<file path="src/rtl/avg_filter_scheduler_if.sv">
// Bundle of the request, filter-engine and result signals around
// avg_filter_scheduler.
//   slave  : view used by the scheduler itself
//   master : view used by whatever surrounds the scheduler (channels,
//            filter engine and downstream consumer)
// Signals:
//   req_valid/req_data/req_ready      per-channel sample handshake
//   filt_start/filt_ch/filt_in        request to the shared filter engine
//   filt_done/filt_result             engine response
//   out_valid/out_ch/out_data/out_ready  tagged result to downstream
//   busy, timeout_err                 status
interface avg_filter_scheduler_if #(
    parameter int NUM_CH = 4,
    parameter int CH_W   = 2
);
    logic [NUM_CH-1:0]   req_valid;
    logic [8*NUM_CH-1:0] req_data;
    logic [NUM_CH-1:0]   req_ready;
    logic                filt_start;
    logic [CH_W-1:0]     filt_ch;
    logic [7:0]          filt_in;
    logic                filt_done;
    logic [7:0]          filt_result;
    logic                out_valid;
    logic [CH_W-1:0]     out_ch;
    logic [7:0]          out_data;
    logic                out_ready;
    logic                busy;
    logic                timeout_err;

    modport slave (
        input  req_valid, req_data, filt_done, filt_result, out_ready,
        output req_ready, filt_start, filt_ch, filt_in,
        output out_valid, out_ch, out_data, busy, timeout_err
    );

    modport master (
        output req_valid, req_data, filt_done, filt_result, out_ready,
        input  req_ready, filt_start, filt_ch, filt_in,
        input  out_valid, out_ch, out_data, busy, timeout_err
    );
endinterface

</file>
<file path="src/rtl/avg_filter_scheduler.sv">
// Shares one moving-average filter engine between NUM_CH sensor channels.
// Requests are granted round-robin, one transaction in flight at a time:
// accept a sample, pulse the engine, wait (bounded by TIMEOUT) for its done,
// then hold the tagged result until downstream takes it.
// Ports:
//   clk    system clock, rising edge
//   reset  synchronous, active-high; clears all state and outputs
//   bus    avg_filter_scheduler_if.slave (request, engine and result signals)
//
// state   | meaning
// --------+-----------------------------------------------------------
// S_IDLE  | no transaction; grant the next requesting channel
// S_ISSUE | one-cycle start pulse to the engine, timer cleared
// S_WAIT  | waiting for filt_done; timer counts toward TIMEOUT-1
// S_OUT   | result presented; leaves on out_ready
module avg_filter_scheduler #(
    parameter int NUM_CH  = 4,
    parameter int CH_W    = 2,
    parameter int TIMEOUT = 64
) (
    input  logic                  clk,
    input  logic                  reset,
    avg_filter_scheduler_if.slave bus
);
    localparam int TMR_W = $clog2(TIMEOUT);
    localparam int SW    = CH_W + 1;

    typedef enum logic [1:0] {S_IDLE, S_ISSUE, S_WAIT, S_OUT} state_t;

    state_t            state, state_nxt;
    logic [CH_W-1:0]   rr_ptr;
    logic [CH_W-1:0]   grant;
    logic              grant_vld;
    logic [SW-1:0]     scan_idx;
    logic [CH_W-1:0]   filt_ch_q;
    logic [7:0]        filt_in_q;
    logic [CH_W-1:0]   out_ch_q;
    logic [7:0]        out_data_q;
    logic [TMR_W-1:0]  timer;
    logic              tmr_last;
    logic              timeout_err_q;
    logic [NUM_CH-1:0] req_ready_c;
    logic              accept, timer_clr, timer_inc;
    logic              take_done, take_timeout, out_fire;

    // Scan from the farthest offset down to offset 0 so the last hit wins,
    // which is the first requester at or after rr_ptr.
    always_comb begin
        grant     = '0;
        grant_vld = 1'b0;
        scan_idx  = '0;
        for (int i = NUM_CH - 1; i >= 0; i--) begin
            scan_idx = {1'b0, rr_ptr} + SW'(i);
            if (scan_idx >= SW'(NUM_CH)) begin
                scan_idx = scan_idx - SW'(NUM_CH);
            end
            if (bus.req_valid[scan_idx[CH_W-1:0]]) begin
                grant     = scan_idx[CH_W-1:0];
                grant_vld = 1'b1;
            end
        end
    end

    assign tmr_last = (timer == TMR_W'(TIMEOUT - 1));

    always_ff @(posedge clk) begin
        if (reset) begin
            state <= S_IDLE;
        end else begin
            state <= state_nxt;
        end
    end

    always_comb begin
        state_nxt    = state;
        req_ready_c  = '0;
        accept       = 1'b0;
        timer_clr    = 1'b0;
        timer_inc    = 1'b0;
        take_done    = 1'b0;
        take_timeout = 1'b0;
        out_fire     = 1'b0;
        case (state)
            S_IDLE: begin
                if (grant_vld) begin
                    accept             = 1'b1;
                    req_ready_c[grant] = 1'b1;
                    state_nxt          = S_ISSUE;
                end
            end
            S_ISSUE: begin
                timer_clr = 1'b1;
                state_nxt = S_WAIT;
            end
            S_WAIT: begin
                // a done landing on the last timer count still wins
                if (bus.filt_done) begin
                    take_done = 1'b1;
                    state_nxt = S_OUT;
                end else if (tmr_last) begin
                    take_timeout = 1'b1;
                    state_nxt    = S_OUT;
                end else begin
                    timer_inc = 1'b1;
                end
            end
            S_OUT: begin
                if (bus.out_ready) begin
                    out_fire  = 1'b1;
                    state_nxt = S_IDLE;
                end
            end
            default: state_nxt = S_IDLE;
        endcase
    end

    always_ff @(posedge clk) begin
        if (reset) begin
            rr_ptr        <= '0;
            timer         <= '0;
            filt_ch_q     <= '0;
            filt_in_q     <= '0;
            out_ch_q      <= '0;
            out_data_q    <= '0;
            timeout_err_q <= 1'b0;
        end else begin
            if (accept) begin
                filt_ch_q <= grant;
                filt_in_q <= bus.req_data[8*grant +: 8];
            end
            if (timer_clr) begin
                timer <= '0;
            end else if (timer_inc) begin
                timer <= timer + 1'b1;
            end
            if (take_done) begin
                out_data_q <= bus.filt_result;
                out_ch_q   <= filt_ch_q;
            end
            if (take_timeout) begin
                out_data_q    <= 8'h00;
                out_ch_q      <= filt_ch_q;
                timeout_err_q <= 1'b1;
            end
            if (out_fire) begin
                rr_ptr <= (filt_ch_q == CH_W'(NUM_CH - 1)) ? '0 : filt_ch_q + 1'b1;
            end
        end
    end

    // req_ready is combinational; mask it during reset so every output is 0
    assign bus.req_ready   = reset ? '0 : req_ready_c;
    assign bus.filt_start  = (state == S_ISSUE);
    assign bus.filt_ch     = filt_ch_q;
    assign bus.filt_in     = filt_in_q;
    assign bus.out_valid   = (state == S_OUT);
    assign bus.out_ch      = out_ch_q;
    assign bus.out_data    = out_data_q;
    assign bus.busy        = (state != S_IDLE);
    assign bus.timeout_err = timeout_err_q;
endmodule

</file>
<file path="src/flat_wrapper.sv">
// flat-port wrapper written by rule: the top's interface ports become plain ports
module avg_filter_scheduler_flat 
#(
    parameter int NUM_CH  = 4,
    parameter int CH_W    = 2,
    parameter int TIMEOUT = 64
)
  (clk, reset, bus_req_valid, bus_req_data, bus_filt_done, bus_filt_result, bus_out_ready, bus_req_ready, bus_filt_start, bus_filt_ch, bus_filt_in, bus_out_valid, bus_out_ch, bus_out_data, bus_busy, bus_timeout_err);
  avg_filter_scheduler_if #(.NUM_CH(NUM_CH), .CH_W(CH_W)) bus_i ();
  input  logic clk;
  input  logic reset;
  input wire logic [$bits(bus_i.req_valid)-1:0] bus_req_valid;
  input wire logic [$bits(bus_i.req_data)-1:0] bus_req_data;
  input wire logic [$bits(bus_i.filt_done)-1:0] bus_filt_done;
  input wire logic [$bits(bus_i.filt_result)-1:0] bus_filt_result;
  input wire logic [$bits(bus_i.out_ready)-1:0] bus_out_ready;
  output wire logic [$bits(bus_i.req_ready)-1:0] bus_req_ready;
  output wire logic [$bits(bus_i.filt_start)-1:0] bus_filt_start;
  output wire logic [$bits(bus_i.filt_ch)-1:0] bus_filt_ch;
  output wire logic [$bits(bus_i.filt_in)-1:0] bus_filt_in;
  output wire logic [$bits(bus_i.out_valid)-1:0] bus_out_valid;
  output wire logic [$bits(bus_i.out_ch)-1:0] bus_out_ch;
  output wire logic [$bits(bus_i.out_data)-1:0] bus_out_data;
  output wire logic [$bits(bus_i.busy)-1:0] bus_busy;
  output wire logic [$bits(bus_i.timeout_err)-1:0] bus_timeout_err;
  assign bus_i.req_valid = bus_req_valid;
  assign bus_i.req_data = bus_req_data;
  assign bus_i.filt_done = bus_filt_done;
  assign bus_i.filt_result = bus_filt_result;
  assign bus_i.out_ready = bus_out_ready;
  assign bus_req_ready = bus_i.req_ready;
  assign bus_filt_start = bus_i.filt_start;
  assign bus_filt_ch = bus_i.filt_ch;
  assign bus_filt_in = bus_i.filt_in;
  assign bus_out_valid = bus_i.out_valid;
  assign bus_out_ch = bus_i.out_ch;
  assign bus_out_data = bus_i.out_data;
  assign bus_busy = bus_i.busy;
  assign bus_timeout_err = bus_i.timeout_err;
  avg_filter_scheduler #(.NUM_CH(NUM_CH), .CH_W(CH_W), .TIMEOUT(TIMEOUT)) u_core (.clk(clk), .reset(reset), .bus(bus_i));
endmodule
</file>
<file path="config.mk">
export PLATFORM = sky130hd
export DESIGN_NAME = avg_filter_scheduler_flat
export DESIGN_NICKNAME = d
export VERILOG_FILES = /design/src/rtl/avg_filter_scheduler_if.sv /design/src/rtl/avg_filter_scheduler.sv /design/src/flat_wrapper.sv
export SDC_FILE = /design/constraint.sdc
export NUM_CORES = 1
export LEC_CHECK = 0
export ABC_CLOCK_PERIOD_IN_PS = 2100
export BUFFER_PORTS_ARGS = -buffer_cell sky130_fd_sc_hd__clkbuf_2
export CORE_ASPECT_RATIO = 0.8
export CORE_MARGIN = 2
export CORE_UTILIZATION = 47
export CTS_BUF_LIST = sky130_fd_sc_hd__clkbuf_16
export DETAILED_ROUTE_END_ITERATION = 10
export PLACE_DENSITY_LB_ADDON = 0.1
export SETUP_SLACK_MARGIN = 0.2
export SLEW_MARGIN = 20
export SYNTH_ARGS = -nofsm -noshare
export SYNTH_HDL_FRONTEND = slang
export SYNTH_SLANG_ARGS = --single-unit
</file>
<file path="constraint.sdc">
create_clock -name clk -period 2.1 [get_ports clk]
set_input_delay 0 -clock clk [delete_from_list [all_inputs] [get_ports clk]]
set_output_delay 0 -clock clk [all_outputs]
set_load 0.01 [all_outputs]
</file>
==> impl_metrics.csv, run 1 <==
group,metric,value,unit
yosys,syn-num-nets,259,
yosys,synth_cells,204,
power_and_ir_drop,power_leakage,0.001123,uW
cells_and_area,final_nets,346,
cells_and_area,design_area,2489,um^2
cells_and_area,fin_cells,334,
clocking,cts_tree,"built",
routing,drt_wl_total,4.738,mm
die,die-width,72.86,um
timing,rsz0062_at_grt,"false",
timing,skew,0.003106,ns
timing,fin_tns_setup,0,ns
global_routing,grt_pass1_vias,1598,
critical_path,cp_slowest_cell,"dfxtp_2",
yosys,yosysUniqueCellTypes,50,
cells_and_area,antenna_cells,0,
yosys,synth.top_cells.by_area,"dfxtp_1, a221oi_1, ha_1, nand2_1, nor3b_1",
die,dieArea,4305,um^2
routing,wl_per_cell,14.19,um
clocking,clock_sinks,31,
routing,ant_nets,0,
die,fp-row-count,19,
placement,hpwlAfterDp,3.325,mm
yosys,syn_area,1783,um^2
cells_and_area,area_growth,39.58,%
yosys,ys_warn_count,0,
timing,fmax,0.5422,GHz
global_routing,grt_pass1_wl,7.279,mm
critical_path,cp.arrival,1.84,ns
timing,setup_viol,0,
yosys,ys_seq_area_frac,0.3481,
placement,gp_congestion,0.8955,
routing,drcViolationCount,0,
die,io_pins,76,
critical_path,r2r_slack,0.31,ns
timing,hold_viol_final,0,
routing,vias_per_cell,5.422,
die,start_util,0.5034,
timing,maxSlewViolCount,0,
timing,finalCritPeriodShare,0.8782,
yosys,ys_seq_elements,31,
critical_path,path_class,"register to output port",
worst_hold_path,min_path_type,"primary input to register",
critical_path,critPathCaptureType,"output port",
die,coreArea,3542,um^2
critical_path,critPathTopFamily,"simple AND/OR/NAND/NOR gates",
routing,drtIter0Drc,108,
placement,io_buffers,75,
run,maxCapViolCount,0,
timing,min_period,1.844,ns
critical_path,crit_path_start_kind,"register",
yosys,avgSynthCellArea,8.740,um^2
clocking,clockRootBuffer,"clkbuf_16",
power_and_ir_drop,ir_drop,0.6162,mV
critical_path,critPathMaxStageDelay,0.35,ns
routing,vias,1811,
cells_and_area,layout_common_cells,"clkbuf_2, dfxtp_1, nand2_1, nor2_1, a221oi_1",
critical_path,crit_buf_inv,1,
global_routing,grt-ovfl-total,0,
routing,dr.pass1.iters,4,
clocking,clkLatencyLatePin,0.28,ns
cells_and_area,final_common_cell,"clkbuf_2",
critical_path,path_cells,"and2b_1 -> a211o_1 -> and2_4 -> nor4_2 -> buf_2",
critical_path,path_max_fanout,4,
yosys,synth_area_leader_cell,"dfxtp_1",
timing,timing.final.ws_setup,0.2557,ns
yosys,yosys.area.top_type_share,0.3481,
placement,pre_cts_ws,0.2895,ns
placement,dpl.cell_count,316,
die,die_h,59.09,um
clocking,path_clk_slew,0.05,ns
critical_path,worstPathRequired,2.10,ns
clocking,cts.htree.levels,2,
clocking,cts_made_buffers,5,
global_routing,grt_max_degree,19,
global_routing,antenna_found_initial,0,
clocking,ctsLongestPathBuffers,2,
timing,worst_pin_slew,0.5736,ns
power_and_ir_drop,p_per_area,998.5,nW/um^2
timing,relSlewSlack,0.6158,
status,status,"completed",
placement,post_dp_cell_area,2187,um^2
global_routing,grt_use_total,0.2217,
cells_and_area,drive_gt1_frac,0.4212,
[synth_stat cells, drive strengths merged]
library cell,instances
and2b,8
nand4,2
nor3,3
and4,1
a221oi,16
nand2b,2
dfxtp,31
or2,3
o21bai,1
a211o,1
buf,3
nand2,22
o221ai,1
nor2,17
a22o,2
a31oi,1
inv,4
xnor2,2
a21oi,12
o21ai,10
a21boi,1
a211oi,2
ha,7
nand3,10
a21o,1
clkbuf,6
and3,4
nor2b,3
o41ai,1
nor4,3
xor2,3
nor3b,8
mux2i,4
and2,9
[report_power, final]
part	switching, uW	total, uW	internal (uW)
registers	73.8	778	704
clock network	253	805	552
logic	504	902	398
[worst register-to-register path: stages, from the launching register on]
cell and delay, ns:
dfxtp_2 0.35, and2b_1 0.23, a211o_1 0.33, and2_4 0.20, buf_4 0.17, a221oi_1 0.28
o21ai_1 0.11
[per-layer routing]
layer | routed length (um) | track usage | share of wire
met2 | 2084 | 0.3429 | 0.44
met1 | 2305 | 0.2991 | 0.49
met3 | 310 | 0.05442 | 0.065
met4 | 38 | 0.08730 | 0.0080
met5 | 0 | 0 | 0
[cell type report]
| cell class | count | area (um^2) |
|---|---|---|
| Sequential cell | 31 | 624.3 |
| Timing Repair Buffer | 89 | 506.7 |
| Inverter | 4 | 15.01 |
| Fill cell | 300 | 1054 |
| Clock inverter | 3 | 38.79 |
| Clock buffer | 5 | 125.1 |
| Tap cell | 42 | 52.55 |
| Multi-Input combinational cell | 160 | 1126 |
[what timing repair did]
| item | CTS | global route |
|---|---|---|
| resized for setup | 2 | 10 |
| buffers inserted | 0 | 1 |
| hold buffers | 9 | 0 |
| endpoints found under the setup margin | 2 | 12 |
| endpoints found under the hold margin | 9 | 0 |
| cloned | 0 | 0 |
[flip-flops by register name, summed over array words and instances (netlist names)]
signal	cells
u_core.bus.out_data	8
u_core.bus.out_ch	2
u_core.state	2
u_core.bus.filt_in	8
u_core.timer	6
u_core.bus.timeout_err	1
u_core.rr_ptr	2
u_core.bus.filt_ch	2
[stage by stage]
step,utilization,hold WS [ns],total power (uW)
finish,0.7026,0.01713,2485
global route,0.7026,0.04307,2623
CTS,0.6913,0.01750,2457
detailed placement,0.6175,0.2436,1625
global placement,0.6175,0.2407,1618
floorplan,-,0.1475,1346
[worst paths after layout]
kind                         start  cells past startpoint                     to
max               u_core.rr_ptr[0]                      5       bus_req_ready[1]
min                bus_req_data[7]                      3  u_core.bus.filt_in[7]
max reg2reg       u_core.rr_ptr[0]                      6  u_core.bus.filt_in[4]
min reg2reg  u_core.bus.filt_in[7]                      2  u_core.bus.filt_in[7]
[kinds of logic (layout without fill, tap and decap cells)]
family | count (synthesis) | count (layout) | share of synthesized area
simple gates | 95 | 95 | 0.3109
compound gates | 49 | 49 | 0.2063
flops | 31 | 31 | 0.3481
buf+inv | 13 | 101 | 0.03858
fa+ha+maj | 7 | 7 | 0.04912
xor+xnor | 5 | 5 | 0.02457
mux | 4 | 4 | 0.02246
Note: power is estimated with default switching activity, not from simulation.
==> run 2: changes to the inputs <==
--- a/config.mk
+++ b/config.mk
@@ -6,7 +6,7 @@
 export NUM_CORES = 1
 export LEC_CHECK = 0
 export ABC_CLOCK_PERIOD_IN_PS = 2100
-export BUFFER_PORTS_ARGS = -buffer_cell sky130_fd_sc_hd__clkbuf_2
+export BUFFER_PORTS_ARGS = -buffer_cell sky130_fd_sc_hd__buf_4
 export CORE_ASPECT_RATIO = 0.8
 export CORE_MARGIN = 2
 export CORE_UTILIZATION = 47
==> run 2 against run 1 <==
Effect of this change:
- register-to-register slack is essentially flat
- global-route usage grew 2.2 points
- total power grew 5.9%
- non-clock buffer count shrank 1
- wire length grew 5.0%
- critical path depth is the same
- highest routed layer unchanged
==> impl_metrics.csv, run 2 (same netlist as run 1, synthesis figures left out) <==
group,metric,value,unit
status,status,"completed",
die,io_pins,76,
worst_hold_path,min_path_type,"primary input to register",
critical_path,crit_path_start_kind,"register",
power_and_ir_drop,combinationalPowerShare,0.398,
power_and_ir_drop,power_frac_clock,0.305,
timing,relSlewSlack,0.6549,
die,fp-row-count,19,
die,coreArea,3542,um^2
critical_path,path_max_fanout,6,
routing,vias,1836,
critical_path,cp.arrival,1.81,ns
power_and_ir_drop,ir_drop,0.7142,mV
routing,vias_per_cell,5.514,
timing,worst_pin_slew,0.5177,ns
cells_and_area,drive_gt1_frac,0.4330,
routing,wl_per_cell,14.94,um
global_routing,grt_max_degree,19,
clocking,cts_made_buffers,5,
cells_and_area,fillCellCount,241,
timing,skew,0.005512,ns
power_and_ir_drop,p_switching,863.2,uW
timing,rsz0062_at_grt,"false",
placement,io_buffers,75,
clocking,path_clk_slew,0.05,ns
clocking,cts.htree.levels,2,
timing,timing.final.ws_setup,0.2896,ns
critical_path,cp_slowest_cell,"dfxtp_2",
routing,drt_wl_total,4.976,mm
placement,hpwlAfterDp,3.397,mm
cells_and_area,area_growth,52.35,%
critical_path,r2r_slack,0.32,ns
global_routing,grt_pass1_vias,1688,
timing,fin_tns_setup,0,ns
worst_hold_path,hold-path-cell-count,3,
clocking,ctsLongestPathBuffers,2,
critical_path,critPathMaxStageDelay,0.35,ns
global_routing,grt_pass1_wl,7.976,mm
cells_and_area,final_common_cell,"buf_4",
die,die_h,59.09,um
power_and_ir_drop,power_leakage,0.001185,uW
critical_path,path_class,"register to output port",
cells_and_area,fin_util,0.7669,
die,start_util,0.5034,
critical_path,rr_worst_depth,8,
timing,hold_viol_final,0,
timing,setup_viol,0,
power_and_ir_drop,switching_share,0.3282,
placement,pre_cts_ws,0.2744,ns
routing,ant_nets,0,
timing,min_period,1.810,ns
global_routing,antenna_found_initial,0,
critical_path,path_cells,"and2b_1 -> a211o_1 -> and2_4 -> nor4_4 -> buf_4",
clocking,clkLatencyLatePin,0.27,ns
clocking,clock_sinks,31,
power_and_ir_drop,p_per_area,968.4,nW/um^2
placement,gp_congestion,0.8476,
clocking,cts_tree,"built",
die,die-width,72.86,um
power_and_ir_drop,power,2630,uW
cells_and_area,layout_common_cells,"buf_4, dfxtp_1, nand2_1, nor2_1, a221oi_1",
timing,maxSlewViolCount,0,
worst_hold_path,hp-start,"bus_filt_result[1]",
run,maxCapViolCount,0,
routing,dr.pass1.iters,4,
cells_and_area,antenna_cells,0,
critical_path,r2r-start,"u_core.state[0]",
routing,drcViolationCount,0,
power_and_ir_drop,p_seq_frac,0.297,
power_and_ir_drop,internal_power,1767,uW
timing,fmax,0.5524,GHz
cells_and_area,regArea,624.3,um^2
cells_and_area,design_area,2716,um^2
routing,drtIter0Drc,150,
global_routing,grt_use_total,0.2439,
cells_and_area,multi_input_area,1175,um^2
placement,post_dp_cell_area,2382,um^2
cells_and_area,final_nets,345,
timing,finalCritPeriodShare,0.8621,
critical_path,critPathCaptureType,"output port",
critical_path,worstPathRequired,2.10,ns
critical_path,crit_start,"u_core.rr_ptr[0]",
global_routing,grt-ovfl-total,0,
clocking,clockRootBuffer,"clkbuf_16",
die,dieArea,4305,um^2
[run 2: cell count changes in the layout (fill, tap and decap cells not counted), sizes merged]
cell,change
buf,+75
clkbuf,-74
dlygate4sd3,-2
[run 2: layout make-up]
| cell class | count | area share |
|---|---|---|
| sequential | 31 | 0.2298 |
| tap | 42 | 0.01935 |
| inverter | 4 | 0.005527 |
| clock buffer | 5 | 0.04606 |
| timing repair buffer | 88 | 0.2524 |
| clock inverter | 3 | 0.01428 |
| multi-input combinational | 160 | 0.4325 |
[run 2: final timing paths]
| path | end |
|---|---|
| worst max-delay path | bus_req_ready[0] |
| worst min-delay path | u_core.bus.out_data[1] |
| worst max register to register | u_core.bus.filt_in[4] |
| worst min register to register | u_core.bus.filt_in[5] |
[run 2: worst max-delay path: cells and delay by family, from the launching register on]
kind	cells	cell delay (ns)
buf+inv	1	0.16
flops	1	0.35
compound gates	1	0.30
simple gates	3	0.71
[run 2: timing repair]
action,CTS,global route
gates resized for setup,3,15
hold endpoints to repair,7,0
hold buffers,7,0
pin swaps,0,2
gates cloned,0,0
endpoints found under the setup margin,2,13
buffers inserted,0,1
[run 2: power by group through the flow]
stage,sequential [uW],clock (uW),combinational [uW]
global route,794,843,1140
floorplan,816,0,529
finish,781,803,1050
detailed placement,790,0,930
global placement,784,0,924
CTS,778,811,969
[run 2: layer usage]
metal  track usage  part of all wire  up-vias
li1              -                 -      914
met2        0.3714              0.44       68
met4       0.08995             0.016        0
met3       0.05782             0.069       11
met5             0                 0        -
met1        0.3379              0.48      843
[run 2: stage by stage]
stage	cells	hold slack [ns]
floorplan	204	0.1475
global placement	317	0.2652
detailed placement	317	0.2701
CTS	332	0.01057
global route	333	0.01484
finish	333	0.009409
==> run 3: changes to the inputs <==
--- a/config.mk
+++ b/config.mk
@@ -5,11 +5,12 @@
 export SDC_FILE = /design/constraint.sdc
 export NUM_CORES = 1
 export LEC_CHECK = 0
+export ABC_AREA = 1
 export ABC_CLOCK_PERIOD_IN_PS = 2100
 export BUFFER_PORTS_ARGS = -buffer_cell sky130_fd_sc_hd__buf_4
 export CORE_ASPECT_RATIO = 0.8
 export CORE_MARGIN = 2
-export CORE_UTILIZATION = 47
+export CORE_UTILIZATION = 48
 export CTS_BUF_LIST = sky130_fd_sc_hd__clkbuf_16
 export DETAILED_ROUTE_END_ITERATION = 10
 export PLACE_DENSITY_LB_ADDON = 0.1
==> run 3 against run 2 <==
Effect of this change:
- register-to-register slack better by 0.02 ns
- flip-flop and latch count stayed put
- non-clock buffer count is 5 higher
- wire length is 0.64% higher
- via count is 13% higher
- count of clock-buffer cells in the layout stayed put
- cell count is 25% higher
- clock skew is 0.0023 ns lower
- setup slack worse by 0.0036 ns
- total power is 4.2% higher
- utilization is 2.3 points lower
- clock power is 18% lower
- critical path type unchanged
==> impl_metrics.csv, run 3 <==
group,metric,value,unit
yosys,ys_seq_area_frac,0.3259,
global_routing,grt_pass1_vias,1853,
placement,gp_congestion,0.8913,
clocking,path_clk_slew,0.05,ns
clocking,cts_made_buffers,5,
die,start_util,0.5007,
critical_path,critPathMaxStageDelay,0.38,ns
routing,vias_per_cell,4.969,
power_and_ir_drop,ir_drop,0.6842,mV
yosys,ys_seq_elements,31,
yosys,syn-num-nets,327,
cells_and_area,layout_common_cells,"buf_4, nand2_1, nand3_1, dfxtp_1, nand2_2",
cells_and_area,area_growth,48.49,%
status,status,"completed",
clocking,clock_sinks,31,
critical_path,worstPathRequired,2.10,ns
timing,maxSlewViolCount,0,
die,fp-row-count,20,
yosys,synth_edf_count,0,
yosys,synth_cells,272,
critical_path,crit_buf_inv,3,
global_routing,grt_use_total,0.2267,
yosys,synth_area_leader_cell,"dfxtp_1",
critical_path,cp_slowest_cell,"dfxtp_4",
cells_and_area,final_common_cell,"buf_4",
die,die-width,74.42,um
clocking,ctsLongestPathBuffers,2,
critical_path,critPathTopFamily,"simple AND/OR/NAND/NOR gates",
placement,hpwlAfterDp,3.629,mm
die,dieArea,4490,um^2
routing,ant_nets,0,
yosys,synth_common_cells,"nand2_1, nand3_1, dfxtp_1",
power_and_ir_drop,power_leakage,0.001350,uW
global_routing,antenna_found_initial,0,
yosys,avgSynthCellArea,7.001,um^2
yosys,ys_warn_count,0,
routing,drt_wl_total,5.008,mm
clocking,cts_tree,"built",
yosys,synth.top_cells.by_area,"dfxtp_1, nand3_1, nand2_1, nand2_2, a21oi_1",
clocking,clockRootBuffer,"clkbuf_16",
timing,finalCritPeriodShare,0.8638,
die,die_h,60.34,um
critical_path,critPathCaptureType,"output port",
global_routing,grt_max_degree,18,
critical_path,cp.arrival,1.81,ns
timing,fmax,0.5513,GHz
cells_and_area,antenna_cells,0,
yosys,yosys.area.top_type_share,0.3259,
global_routing,grt-ovfl-total,0,
global_routing,grt_pass1_wl,7.928,mm
yosys,syn_area,1904,um^2
yosys,synth.most_common_cell,"nand2_1",
timing,skew,0.003219,ns
critical_path,crit_path_start_kind,"register",
worst_hold_path,min_path_type,"primary input to register",
yosys,ys_async_sr_fraction,0,
timing,fin_tns_setup,0,ns
routing,dr.pass1.iters,4,
timing,setup_viol,0,
critical_path,path_class,"register to output port",
timing,min_period,1.814,ns
routing,drcViolationCount,0,
placement,dpl.cell_count,397,
routing,drtIter0Drc,132,
timing,relSlewSlack,0.7076,
critical_path,path_cells,"nand2_1 -> nand3_2 -> nand2_2 -> inv_2 -> nand2_4 -> inv_1 -> nand2_1 -> nand2_2 -> nor2_4 -> nand3_2 -> nor2_2 -> buf_4",
routing,vias,2072,
clocking,cts.htree.levels,2,
timing,rsz0062_at_grt,"false",
cells_and_area,drive_gt1_frac,0.3812,
clocking,clkLatencyLatePin,0.27,ns
timing,hold_viol_final,0,
yosys,yosysUniqueCellTypes,27,
yosys,synth_ff_type,"dfxtp_1",
placement,io_buffers,75,
timing,worst_pin_slew,0.4381,ns
critical_path,path_max_fanout,8,
cells_and_area,fin_cells,417,
routing,wl_per_cell,12.01,um
die,coreArea,3804,um^2
run,maxCapViolCount,0,
cells_and_area,final_nets,417,
die,io_pins,76,
timing,hold_slack,0.04875,ns
power_and_ir_drop,p_per_area,969.4,nW/um^2
run 3: logic make-up (layout without fill, tap and decap cells):
group / after synthesis / in the layout / synth area share
AND/OR/NAND/NOR: 175 / 175 / 0.4672
buffers and inverters: 33 / 123 / 0.09067
flip-flops: 31 / 31 / 0.3259
AO/OA/AOI/OAI: 25 / 25 / 0.06570
adder cells (fa/ha/maj): 7 / 7 / 0.04599
XOR/XNOR: 1 / 1 / 0.004600
run 3: final timing paths:
path	from	to	slack, ns	depth (start not counted)
max	u_core.rr_ptr[0]	bus_req_ready[0]	0.29	12
min	bus_req_data[8]	u_core.bus.filt_in[0]	0.05	5
max reg2reg	u_core.rr_ptr[0]	u_core.bus.filt_in[5]	0.34	11
min reg2reg	u_core.bus.out_data[2]	u_core.bus.out_data[2]	0.46	2
run 3: tightest hold or removal path, cell delays in order:
cell and delay, ns:
buf_4 0.08, nand2_2 0.04, nand3_1 0.05, nand3_1 0.06
nand2_1 0.05
run 3: metrics by stage:
step | power [uW] | area [um^2] | utilization | setup slack, ns
after floorplan | 1589 | 1904 | - | 0.4923
after CTS | 2692 | 2739 | 0.7201 | 0.2050
after detailed placement | 1990 | 2495 | 0.6559 | 0.1981
after global placement | 1977 | 2495 | 0.6559 | 0.2395
after global routing | 2933 | 2828 | 0.7434 | 0.1697
final | 2741 | 2828 | 0.7434 | 0.2860
run 3: repair_timing:
item                       CTS  global route
resized for setup            3            18
hold endpoints to repair    10             0
hold buffers                 9             0
setup endpoints to repair    4             7
pin swaps                    2             6
buffers inserted             1             3
run 3: area by class of cell:
cell class	count	area (um^2)
Clock buffer	5	125.1
Timing Repair Buffer	93	728.2
Inverter	23	93.84
Fill cell	302	975.9
Sequential cell	31	625.6
Clock inverter	2	8.758
Multi-Input combinational cell	208	1177
Tap cell	55	68.82
run 3: power by group:
group | internal (uW) | switching (uW) | total (uW)
combinational | 562 | 706 | 1270
sequential | 717 | 95.5 | 813
clock | 424 | 236 | 660
run 3: layer usage:
metal  wire (um)  part of all wire  vias to the layer above  GRT usage
met5           0                 0                        -          0
met4          28            0.0056                        0    0.05357
met3         344             0.069                        3    0.04817
met2        2449              0.49                       61     0.3970
met1        2186              0.44                      939     0.2895
li1            -                 -                     1069          -
